--- src/rtl/fe_prefetch_unit_pkg.sv ---
// Shared defaults and types for the prefetching fetch unit and its users.
package fe_prefetch_unit_pkg;

  localparam int              FE_DATA_W   = 16;
  localparam int              FE_ADDR_W   = 16;
  localparam int              FE_DEPTH    = 4;
  localparam logic [15:0]     FE_RESET_PC = 16'h0000;
  localparam int              FE_PC_STEP  = 1;

  // Fetch hold state; FULL/EMPTY are derived from the queue count instead.
  typedef enum logic {
    ST_RUN  = 1'b0,
    ST_HOLD = 1'b1
  } fe_hold_state_e;

  // Width of an occupancy counter able to hold 0..depth inclusive.
  function automatic int fe_count_w(input int depth);
    return $clog2(depth) + 1;
  endfunction

endpackage

--- src/rtl/fe_prefetch_unit_if.sv ---
// Memory-side and decode-side bus of the fetch unit.
//
// Handshake rules:
//   memory : a word moves when o_req && i_rdy on a rising edge; i_data is
//            valid in that cycle and is tagged with o_addr. o_req never
//            depends combinationally on i_rdy or i_take.
//   decode : the head word is consumed when o_rdy && i_take on a rising edge;
//            i_take while o_rdy is low has no effect.
interface fe_prefetch_unit_if #(
  parameter int DATA_W = 16,
  parameter int ADDR_W = 16
);
  logic              o_req;
  logic [ADDR_W-1:0] o_addr;
  logic              i_rdy;
  logic [DATA_W-1:0] i_data;
  logic              o_rdy;
  logic [DATA_W-1:0] o_reg;
  logic [ADDR_W-1:0] o_pc;
  logic              i_take;

  modport master (
    output o_req, o_addr, o_rdy, o_reg, o_pc,
    input  i_rdy, i_data, i_take
  );

  modport slave (
    input  o_req, o_addr, o_rdy, o_reg, o_pc,
    output i_rdy, i_data, i_take
  );
endinterface

--- src/rtl/fe_prefetch_unit_queue.sv ---
// Circular buffer of tagged instruction words with synchronous flush.
module fe_prefetch_unit_queue #(
  parameter int W     = 32,
  parameter int DEPTH = 4
) (
  input  logic                     clk,
  input  logic                     rst,
  input  logic                     flush,
  input  logic                     push,
  input  logic [W-1:0]             push_data,
  input  logic                     pop,
  output logic [W-1:0]             head,
  output logic [$clog2(DEPTH):0]   count
);
  localparam int PW = $clog2(DEPTH);
  localparam int CW = PW + 1;

  logic [W-1:0]  mem_q [DEPTH];
  logic [W-1:0]  mem_d [DEPTH];
  logic [PW-1:0] head_q, head_d, tail_q, tail_d;
  logic [CW-1:0] count_q, count_d;
  logic          push_ok, pop_ok;

  // Pointers wrap naturally; count tells full from empty.
  assign push_ok = push && (count_q < CW'(DEPTH));
  assign pop_ok  = pop && (count_q != '0);
  assign head    = mem_q[head_q];
  assign count   = count_q;

  // Next-state for storage, pointers and occupancy; flush empties the queue.
  always_comb begin
    mem_d   = mem_q;
    head_d  = head_q;
    tail_d  = tail_q;
    count_d = count_q;
    if (flush) begin
      head_d  = '0;
      tail_d  = '0;
      count_d = '0;
    end else begin
      if (push_ok) begin
        mem_d[tail_q] = push_data;
        tail_d        = tail_q + 1'b1;
      end
      if (pop_ok) begin
        head_d = head_q + 1'b1;
      end
      count_d = count_q + CW'(push_ok) - CW'(pop_ok);
    end
  end

  // State registers; reset clears storage so the head reads zero.
  always_ff @(posedge clk) begin
    if (rst) begin
      for (int i = 0; i < DEPTH; i++) mem_q[i] <= '0;
      head_q  <= '0;
      tail_q  <= '0;
      count_q <= '0;
    end else begin
      for (int i = 0; i < DEPTH; i++) mem_q[i] <= mem_d[i];
      head_q  <= head_d;
      tail_q  <= tail_d;
      count_q <= count_d;
    end
  end

endmodule

--- src/rtl/fe_prefetch_unit.sv ---
// Instruction fetch unit: fetch PC, sticky hold, redirect, prefetch queue.
module fe_prefetch_unit
  import fe_prefetch_unit_pkg::*;
#(
  parameter int                DATA_W   = FE_DATA_W,
  parameter int                ADDR_W   = FE_ADDR_W,
  parameter int                DEPTH    = FE_DEPTH,
  parameter logic [ADDR_W-1:0] RESET_PC = ADDR_W'(FE_RESET_PC),
  parameter int                PC_STEP  = FE_PC_STEP
) (
  input  logic                          clk,
  input  logic                          a_rst,
  input  logic                          i_hold,
  input  logic                          i_hold_clr,
  input  logic                          i_redirect,
  input  logic [ADDR_W-1:0]             i_target,
  fe_prefetch_unit_if.master            fe,
  output logic [fe_count_w(DEPTH)-1:0]  o_count,
  output fe_hold_state_e                o_dbg_state
);
  localparam int CW = fe_count_w(DEPTH);
  localparam int EW = DATA_W + ADDR_W;

  fe_hold_state_e    state_q, state_d;
  logic [ADDR_W-1:0] pc_q, pc_d;
  logic [CW-1:0]     count;
  logic [EW-1:0]     head;
  logic              not_full, xfer, push, pop;

  // Request only from registered state and reset; redirect kills the push/pop.
  assign not_full    = count < CW'(DEPTH);
  assign fe.o_req    = !a_rst && (state_q == ST_RUN) && not_full;
  assign xfer        = fe.o_req && fe.i_rdy;
  assign push        = xfer && !i_redirect;
  assign pop         = fe.i_take && fe.o_rdy && !i_redirect;
  assign fe.o_addr   = pc_q;
  assign fe.o_rdy    = (count != '0);
  assign fe.o_reg    = head[EW-1:ADDR_W];
  assign fe.o_pc     = head[ADDR_W-1:0];
  assign o_count     = count;
  assign o_dbg_state = state_q;

  // Fetch PC and hold flag next state; redirect wins, hold clear beats set.
  always_comb begin
    pc_d    = pc_q;
    state_d = state_q;
    if (i_redirect) begin
      pc_d = i_target;
    end else if (xfer) begin
      pc_d = pc_q + ADDR_W'(PC_STEP);
    end
    if (i_hold_clr) begin
      state_d = ST_RUN;
    end else if (i_hold) begin
      state_d = ST_HOLD;
    end
  end

  // Fetch PC and hold state registers.
  always_ff @(posedge clk) begin
    if (a_rst) begin
      pc_q    <= RESET_PC;
      state_q <= ST_RUN;
    end else begin
      pc_q    <= pc_d;
      state_q <= state_d;
    end
  end

  fe_prefetch_unit_queue #(
    .W     (EW),
    .DEPTH (DEPTH)
  ) u_queue (
    .clk       (clk),
    .rst       (a_rst),
    .flush     (i_redirect),
    .push      (push),
    .push_data ({fe.i_data, pc_q}),
    .pop       (pop),
    .head      (head),
    .count     (count)
  );

endmodule
--- src/flat_wrapper.sv ---
// flat-port wrapper written by rule: the top's interface ports become plain ports
module fe_prefetch_unit_flat import fe_prefetch_unit_pkg::*;
#(
  parameter int                DATA_W   = FE_DATA_W,
  parameter int                ADDR_W   = FE_ADDR_W,
  parameter int                DEPTH    = FE_DEPTH,
  parameter logic [ADDR_W-1:0] RESET_PC = ADDR_W'(FE_RESET_PC),
  parameter int                PC_STEP  = FE_PC_STEP
)
  (clk, a_rst, i_hold, i_hold_clr, i_redirect, i_target, o_count, o_dbg_state, fe_o_req, fe_o_addr, fe_o_rdy, fe_o_reg, fe_o_pc, fe_i_rdy, fe_i_data, fe_i_take);
  fe_prefetch_unit_if #(.DATA_W(DATA_W), .ADDR_W(ADDR_W)) fe_i ();
  input  logic clk;
  input  logic a_rst;
  input  logic i_hold;
  input  logic i_hold_clr;
  input  logic i_redirect;
  input  logic [ADDR_W-1:0] i_target;
  output logic [fe_count_w(DEPTH)-1:0] o_count;
  output fe_hold_state_e o_dbg_state;
  output wire logic [$bits(fe_i.o_req)-1:0] fe_o_req;
  output wire logic [$bits(fe_i.o_addr)-1:0] fe_o_addr;
  output wire logic [$bits(fe_i.o_rdy)-1:0] fe_o_rdy;
  output wire logic [$bits(fe_i.o_reg)-1:0] fe_o_reg;
  output wire logic [$bits(fe_i.o_pc)-1:0] fe_o_pc;
  input wire logic [$bits(fe_i.i_rdy)-1:0] fe_i_rdy;
  input wire logic [$bits(fe_i.i_data)-1:0] fe_i_data;
  input wire logic [$bits(fe_i.i_take)-1:0] fe_i_take;
  assign fe_o_req = fe_i.o_req;
  assign fe_o_addr = fe_i.o_addr;
  assign fe_o_rdy = fe_i.o_rdy;
  assign fe_o_reg = fe_i.o_reg;
  assign fe_o_pc = fe_i.o_pc;
  assign fe_i.i_rdy = fe_i_rdy;
  assign fe_i.i_data = fe_i_data;
  assign fe_i.i_take = fe_i_take;
  fe_prefetch_unit #(.DATA_W(DATA_W), .ADDR_W(ADDR_W), .DEPTH(DEPTH), .RESET_PC(RESET_PC), .PC_STEP(PC_STEP)) u_core (.clk(clk), .a_rst(a_rst), .i_hold(i_hold), .i_hold_clr(i_hold_clr), .i_redirect(i_redirect), .i_target(i_target), .fe(fe_i), .o_count(o_count), .o_dbg_state(o_dbg_state));
endmodule
--- config.mk ---
export PLATFORM = sky130hd
export DESIGN_NAME = fe_prefetch_unit_flat
export DESIGN_NICKNAME = d
export VERILOG_FILES = /design/src/rtl/fe_prefetch_unit_pkg.sv /design/src/rtl/fe_prefetch_unit_if.sv /design/src/rtl/fe_prefetch_unit_queue.sv /design/src/rtl/fe_prefetch_unit.sv /design/src/flat_wrapper.sv
export SDC_FILE = /design/constraint.sdc
export NUM_CORES = 1
export LEC_CHECK = 0
export ABC_AREA = 1
export ABC_CLOCK_PERIOD_IN_PS = 7000
export CORE_MARGIN = 5
export CORE_UTILIZATION = 35
export DETAILED_ROUTE_END_ITERATION = 8
export PLACE_DENSITY = 0.53
export SYNTH_ARGS = -nofsm -noshare
export SYNTH_HDL_FRONTEND = slang
export SYNTH_SLANG_ARGS = --single-unit
--- constraint.sdc ---
create_clock -name clk -period 7 [get_ports clk]
set_input_delay 1.05 -clock clk [delete_from_list [all_inputs] [get_ports clk]]
set_output_delay 1.05 -clock clk [all_outputs]
set_load 0.01 [all_outputs]
**Word level (Yosys, flattened, before mapping)**

Index checks and enable logic that the tools add are counted.

- Flip-flop bits (word level): 152
- Input port bits: 39
- Output and inout port bits: 54
- Logic and storage cells: 46

- Add/sub/neg operators: 5
- Order comparisons: 4
- Muxes and demuxes: 8
- Bitwise gates (word level): 4
- Reduce and logical (&&, ||, !) cells: 16

Operators with widths:

| cell | number |
|---|---|
| $bwmux 128 | 1 |
| $mux 32 | 3 |
| $bmux 32 s2 | 1 |
| $demux 32 s2 | 1 |
| $mux 16 | 2 |
| $add 16x1->16 const B | 1 |
| $logic_and 1x1->1 | 9 |
| $ge 3x3->1 const B | 2 |
| $not 2->3 | 2 |
| $add 2x1->2 const B | 2 |
| $reduce_or 2->1 | 2 |
| $add 3x1->3 | 1 |
| $lt 3x1->1 const B | 1 |
| $lt 3x3->1 const B | 1 |
| $reduce_bool 3->1 | 1 |
| $sub 3x1->3 | 1 |
| $logic_not 1->1 | 2 |
| $not 1->1 | 2 |
| $reduce_and 2->1 | 1 |
| $reduce_bool 2->1 | 1 |

**Depth between registers and ports, before layout**

- Depth in word-level cells: 8
- Depth in mapped cells: 12
- Depth with buffers taken out: 10

**By module**

A second synthesis with hierarchy kept.

- Cells, all modules: 1158
- Area total of the unflattened synthesis: 7754.9 µm²

By module, submodules not included:

| module | instances | cells an instance | area each (µm²) | sequential area each (µm²) |
|---|---|---|---|---|
| fe_prefetch_unit_queue | 1 | 985 | 6645.1 | 2702.6 |
| fe_prefetch_unit | 1 | 173 | 1109.8 | 340.3 |

**Worst setup path after synthesis**

Ideal clock, no wire load.

- Path kind: input to register
- From: in a_rst
- To: reg u_core.u_queue.count_q[2] (netlist: u_core.u_queue.count[2])
- Arrival: 2.820 ns
- Data required time: 6.879 ns
- Path slack: 4.060 ns
- Stages on the path: 12
- Path through: buf_6 inv_4 nand3_4 nor2_8 buf_4 inv_1 ha_1 inv_1 ha_1 fa_1 o21ai_0 a21oi_1

- Cells in the longest elaborated chain, start to end: 8

RTL lines:

| item | line | text |
|---|---|---|
| start: declaration | flat_wrapper.sv:13 | `input logic a_rst;` |
| $logic_not 1->1 | fe_prefetch_unit.sv:32 | `assign fe.o_req = !a_rst && (state_q == ST_RUN) && not_full;` |
| $logic_and 1x1->1 (2 in a row) | fe_prefetch_unit.sv:32 |  |
| $logic_and 1x1->1 | fe_prefetch_unit.sv:33 | `assign xfer = fe.o_req && fe.i_rdy;` |
| $logic_and 1x1->1 | fe_prefetch_unit.sv:34 | `assign push = xfer && !i_redirect;` |
| $logic_and 1x1->1 | fe_prefetch_unit_queue.sv:25 | `assign push_ok = push && (count_q < CW'(DEPTH));` |
| $add 3x1->3 | fe_prefetch_unit_queue.sv:48 | `count_d = count_q + CW'(push_ok) - CW'(pop_ok);` |
| $sub 3x1->3 | fe_prefetch_unit_queue.sv:48 |  |
| end signal: assignment | fe_prefetch_unit_queue.sv:63 | `count_q <= count_d;` |
| end: declaration | fe_prefetch_unit_queue.sv:21 | `logic [CW-1:0] count_q, count_d;` |

Parallel ways exist; a longest one is shown, timed or not.
A chain may end at the register's enable or synchronous reset.

**Worst setup path in the final report**

- From: reg u_core.u_queue.head_q[1]
- To: out fe_o_reg[6]

- Cells in the longest elaborated chain, start to end: 4

RTL lines:

| item | line | text |
|---|---|---|
| start: declaration | fe_prefetch_unit_queue.sv:20 | `logic [PW-1:0] head_q, head_d, tail_q, tail_d;` |
| start signal: assignment | fe_prefetch_unit_queue.sv:56 | `head_q <= '0;` |
| start signal: assignment | fe_prefetch_unit_queue.sv:61 | `head_q <= head_d;` |
| $not 2->3 (not written as such) | fe_prefetch_unit_queue.sv:27 | `assign head = mem_q[head_q];` |
| $bmux 32 s2 | fe_prefetch_unit_queue.sv:27 |  |
| $mux 32 (not written as such) (2 in a row) | fe_prefetch_unit_queue.sv:27 |  |
| end: declaration | flat_wrapper.sv:23 | `output wire logic [$bits(fe_i.o_reg)-1:0] fe_o_reg;` |

No other way between the ends. The select of a mux whose other input is x is not followed.

==> impl_summary.log <==
INFO  metric power.density = 232 nW/µm²
INFO  metric grt_max_degree = 77
INFO  metric ff_latch_area = 3040 µm²
INFO  metric detail_route.wirelength = 19900 µm
INFO  metric routed_via_density = 4.86
INFO  metric static-leakage-power = 3.15 nW
INFO  metric holdPathEnd = u_core.u_queue.mem_q[94]$_SDFFE_PP0P_
INFO  metric synth_largest_area_cell = dfxtp_1
INFO  metric place.port_buffers = 92
INFO  metric placed_cells_incl_taps = 1265
INFO  metric critical_path.cell_chain = inv_1 -> o21ai_0 -> o22ai_1 -> clkdlybuf4s50_1
INFO  metric worstPathRequired = 5.95 ns
INFO  metric globalplace.congestion = 0.788
INFO  metric final.fill_count = 2097
INFO  metric fp.dieW = 150 µm
INFO  metric slew_violations = 0
INFO  metric critPathTopFamily = buffers and inverters
INFO  metric flow.area_growth_from_synthesis = 21.3%
INFO  metric ys_seq_elements = 152
INFO  metric grt_setup_unrepaired = no
INFO  metric drtIter0Drc = 336
INFO  metric die_area = 22400 µm²
INFO  metric antenna_violations_before_repair = 1
INFO  metric via_count_of_the_first_global_routing_pass = 5924
INFO  metric numClockSinks = 152
INFO  metric setup_violations = 0
INFO  metric worst_slack = 3.27 ns
INFO  metric clock_pin_slew_reported_for_the_worst_setup_and_hold_paths_after_clock_tree_synthesis = 0.06 ns
INFO  metric hp-class = register to register
INFO  metric layout-drive-gt1-share = 4.36%
INFO  metric worst-endpoint-arrival = 2.68 ns
INFO  metric crit-reg2reg-launch = u_core.u_queue.count[2]$_SDFF_PP0_
INFO  metric io_pins = 93
INFO  metric final_net_count = 1066
INFO  metric ctsLongestPathBuffers = 2
INFO  metric cts-buffers-inserted = 17
INFO  metric detail_route.drc_violations = 0
INFO  metric final_cell_area = 8290 µm²
INFO  metric clk-insertion-delay-late = 0.42 ns
INFO  metric netlist.area_leader.share = 44.6%
INFO  metric max_clock_freq = 268 MHz
INFO  metric total_power = 1.92 mW
INFO  metric drtPass1Iterations = 5
INFO  metric worstSetupStartpointType = register
INFO  metric worst_slew_margin_rel = 23.4%
INFO  metric min-delay-start = u_core.u_queue.mem_q[94]$_SDFFE_PP0P_
INFO  metric start_util = 35.3%
INFO  metric grt_first_pass_wirelength = 31700 µm
INFO  metric dpl.hpwl = 11300 µm
INFO  metric final-hold-violation-count = 0
INFO  metric period_minus_slack = 3.73 ns
INFO  metric hold_slack = 0.474 ns
INFO  metric fp-row-count = 51
INFO  metric criticalPathCategory = register to output pin
INFO  metric post_synth_num_cell_types = 30
INFO  metric cp_slowest_stage_delay = 0.82 ns
INFO  metric cap_viol_max_count = 0
INFO  metric hold_fix_buffers_at_cts = 0
INFO  metric postLayoutCoreUtil = 42.9%
INFO  metric multi_input_logic_area = 3240 µm²
INFO  metric flop2flop_setup_slack = 4.61 ns
INFO  metric irDropWorstVdd = 150 µV
INFO  metric rr_endpoint = u_core.u_queue.count[2]$_SDFF_PP0_
INFO  metric cell_area_after_placement = 7740 µm²
INFO  metric die-height = 150 µm
INFO  metric cts_tree = done
INFO  metric critical_path.slowest_cell = inv_1
INFO  metric layout.cells.non_filler = 1296
INFO  metric groute.usage.overall = 17.9%
INFO  metric insertedDiodeCount = 0
INFO  metric cp.buffers_inverters = 2
INFO  metric synth_sequential_area_ratio = 44.6%
INFO  metric worstHoldPathCells = 2
INFO  metric setup-tns-final = 0 ns
INFO  metric worstRegToRegCells = 10
INFO  metric worst-slew-pin-transition = 1.15 ns
INFO  metric fp.coreArea = 19300 µm²
INFO  metric cts_setup_buffers = 0
INFO  metric vias = 6295
INFO  metric syn_area = 6830 µm²
INFO  metric worstPathMaxFanout = 34
INFO  metric avgSynthCellArea = 7.04 µm²
INFO  metric synth.yosys.warnings = 0
INFO  metric antenna_left = 0
INFO  metric worst_clock_skew = 0.00492 ns
INFO  metric cts.repair.resized = 0
INFO  metric finalCritPeriodShare = 53.3%
INFO  metric htree_num_levels = 4
INFO  metric wl_per_cell = 15.4 µm
INFO  metric grt_remaining_overflow = 0
INFO  metric synth.top_cells.by_area = dfxtp_1 45%, nor2_1 19%, o21ai_0 12%
INFO  metric ctsRootBufferMaster = clkbuf_16
INFO  metric synth.net_count = 1017
INFO  metric critical_path.endpoint_type = output pin
INFO  metric place_ws = 3.02 ns
INFO  metric netlist_instances = 970
INFO  metric outcome = complete, no violations
-- state kept, by name, indices dropped and copies added, names as in the netlist --
signal / count
u_core.fe.o_addr: 16
u_core.u_queue.count: 3
u_core.o_dbg_state: 1
u_core.u_queue.head_q: 2
u_core.u_queue.tail_q: 2
u_core.u_queue.mem_q: 128
-- cell usage in the layout, fill, tap and decap left out, types with 5 or more instances in the layout --
cell type	instances
nor2_1	341
o21ai_0	161
dfxtp_1	151
clkdlybuf4s50_1	92
nand2_1	55
o21ai_1	50
inv_1	38
o22ai_1	32
nand3_1	18
a21oi_1	17
clkbuf_16	17
ha_1	7
clkinv_2	6
clkbuf_1	6
clkbuf_8	6
buf_4	5
-- worst max-delay path by stage --
stage	depth (start not counted)	start	endpoint	slack [ns]
detailed placement	12	a_rst	u_core.u_queue.count[2]$_SDFF_PP0_	3.02
floorplan	12	a_rst	u_core.u_queue.count[2]$_SDFF_PP0_	4.06
finish	4	u_core.u_queue.head_q[1]$_SDFFE_PP0P_	fe_o_reg[6]	3.27
global placement	12	a_rst	u_core.u_queue.count[2]$_SDFF_PP0_	3.06
global route	4	u_core.u_queue.head_q[1]$_SDFFE_PP0P_	fe_o_pc[5]	3.09
CTS	4	u_core.u_queue.head_q[1]$_SDFFE_PP0P_	fe_o_pc[5]	3.23
-- cell usage after synthesis --
library cell,n
buf_6,13
clkinv_2,4
nand4_1,4
nand2_1,55
clkinv_1,1
nand3_4,1
or2_2,1
a22oi_1,1
nand3_1,18
o21ai_1,50
xor2_1,3
clkbuf_2,13
xnor2_1,2
a21oi_1,17
nor2_8,1
inv_1,38
nor2_1,341
buf_2,6
a31oi_1,4
o21ai_0,161
nor2_2,2
dfxtp_1,152
nor3_1,2
inv_4,1
buf_4,1
o22ai_1,32
ha_1,7
nand2_4,4
clkbuf_1,34
fa_1,1
-- worst register-to-register path: stages (launching register included) --
cell and delay, ns:
dfxtp_1 0.37, nor2_2 0.20, nand3_4 0.15, nor2_8 0.34, inv_1 0.12, ha_1 0.29, inv_1 0.04, ha_1 0.18
fa_1 0.37, o21ai_0 0.17, a21oi_1 0.05
-- kinds of logic after synthesis --
group,share of synthesized area (%)
simple gates,25.1
buf+inv,8.04
compound gates,20.1
flops,44.6
xor+xnor,0.641
fa+ha+maj,1.58
-- metal layers --
layer | global-route usage, % | part of all wire (%) | vias up
met5 | 0 | 0.065 | -
li1 | - | - | 3262
met3 | 3.97 | 4.5 | 22
met2 | 28.2 | 44 | 130
met1 | 25.1 | 50 | 2879
met4 | 4.25 | 1.1 | 2
-- power by group --
group	switching, mW	internal [mW]
clock	0.339	0.508
sequential	0.0234	0.884
combinational	0.0870	0.0815
total	0.450	1.47
-- area by class of cell --
| type | instances | share of cell area [%] |
|---|---|---|
| Tap cell | 265 | 4.00 |
| Clock inverter | 2 | 0.121 |
| Sequential cell | 152 | 36.7 |
| Multi-Input combinational cell | 707 | 39.1 |
| Clock buffer | 29 | 6.40 |
| Inverter | 44 | 2.08 |
| Timing Repair Buffer | 97 | 11.6 |
(Power assumes the default switching activity.)
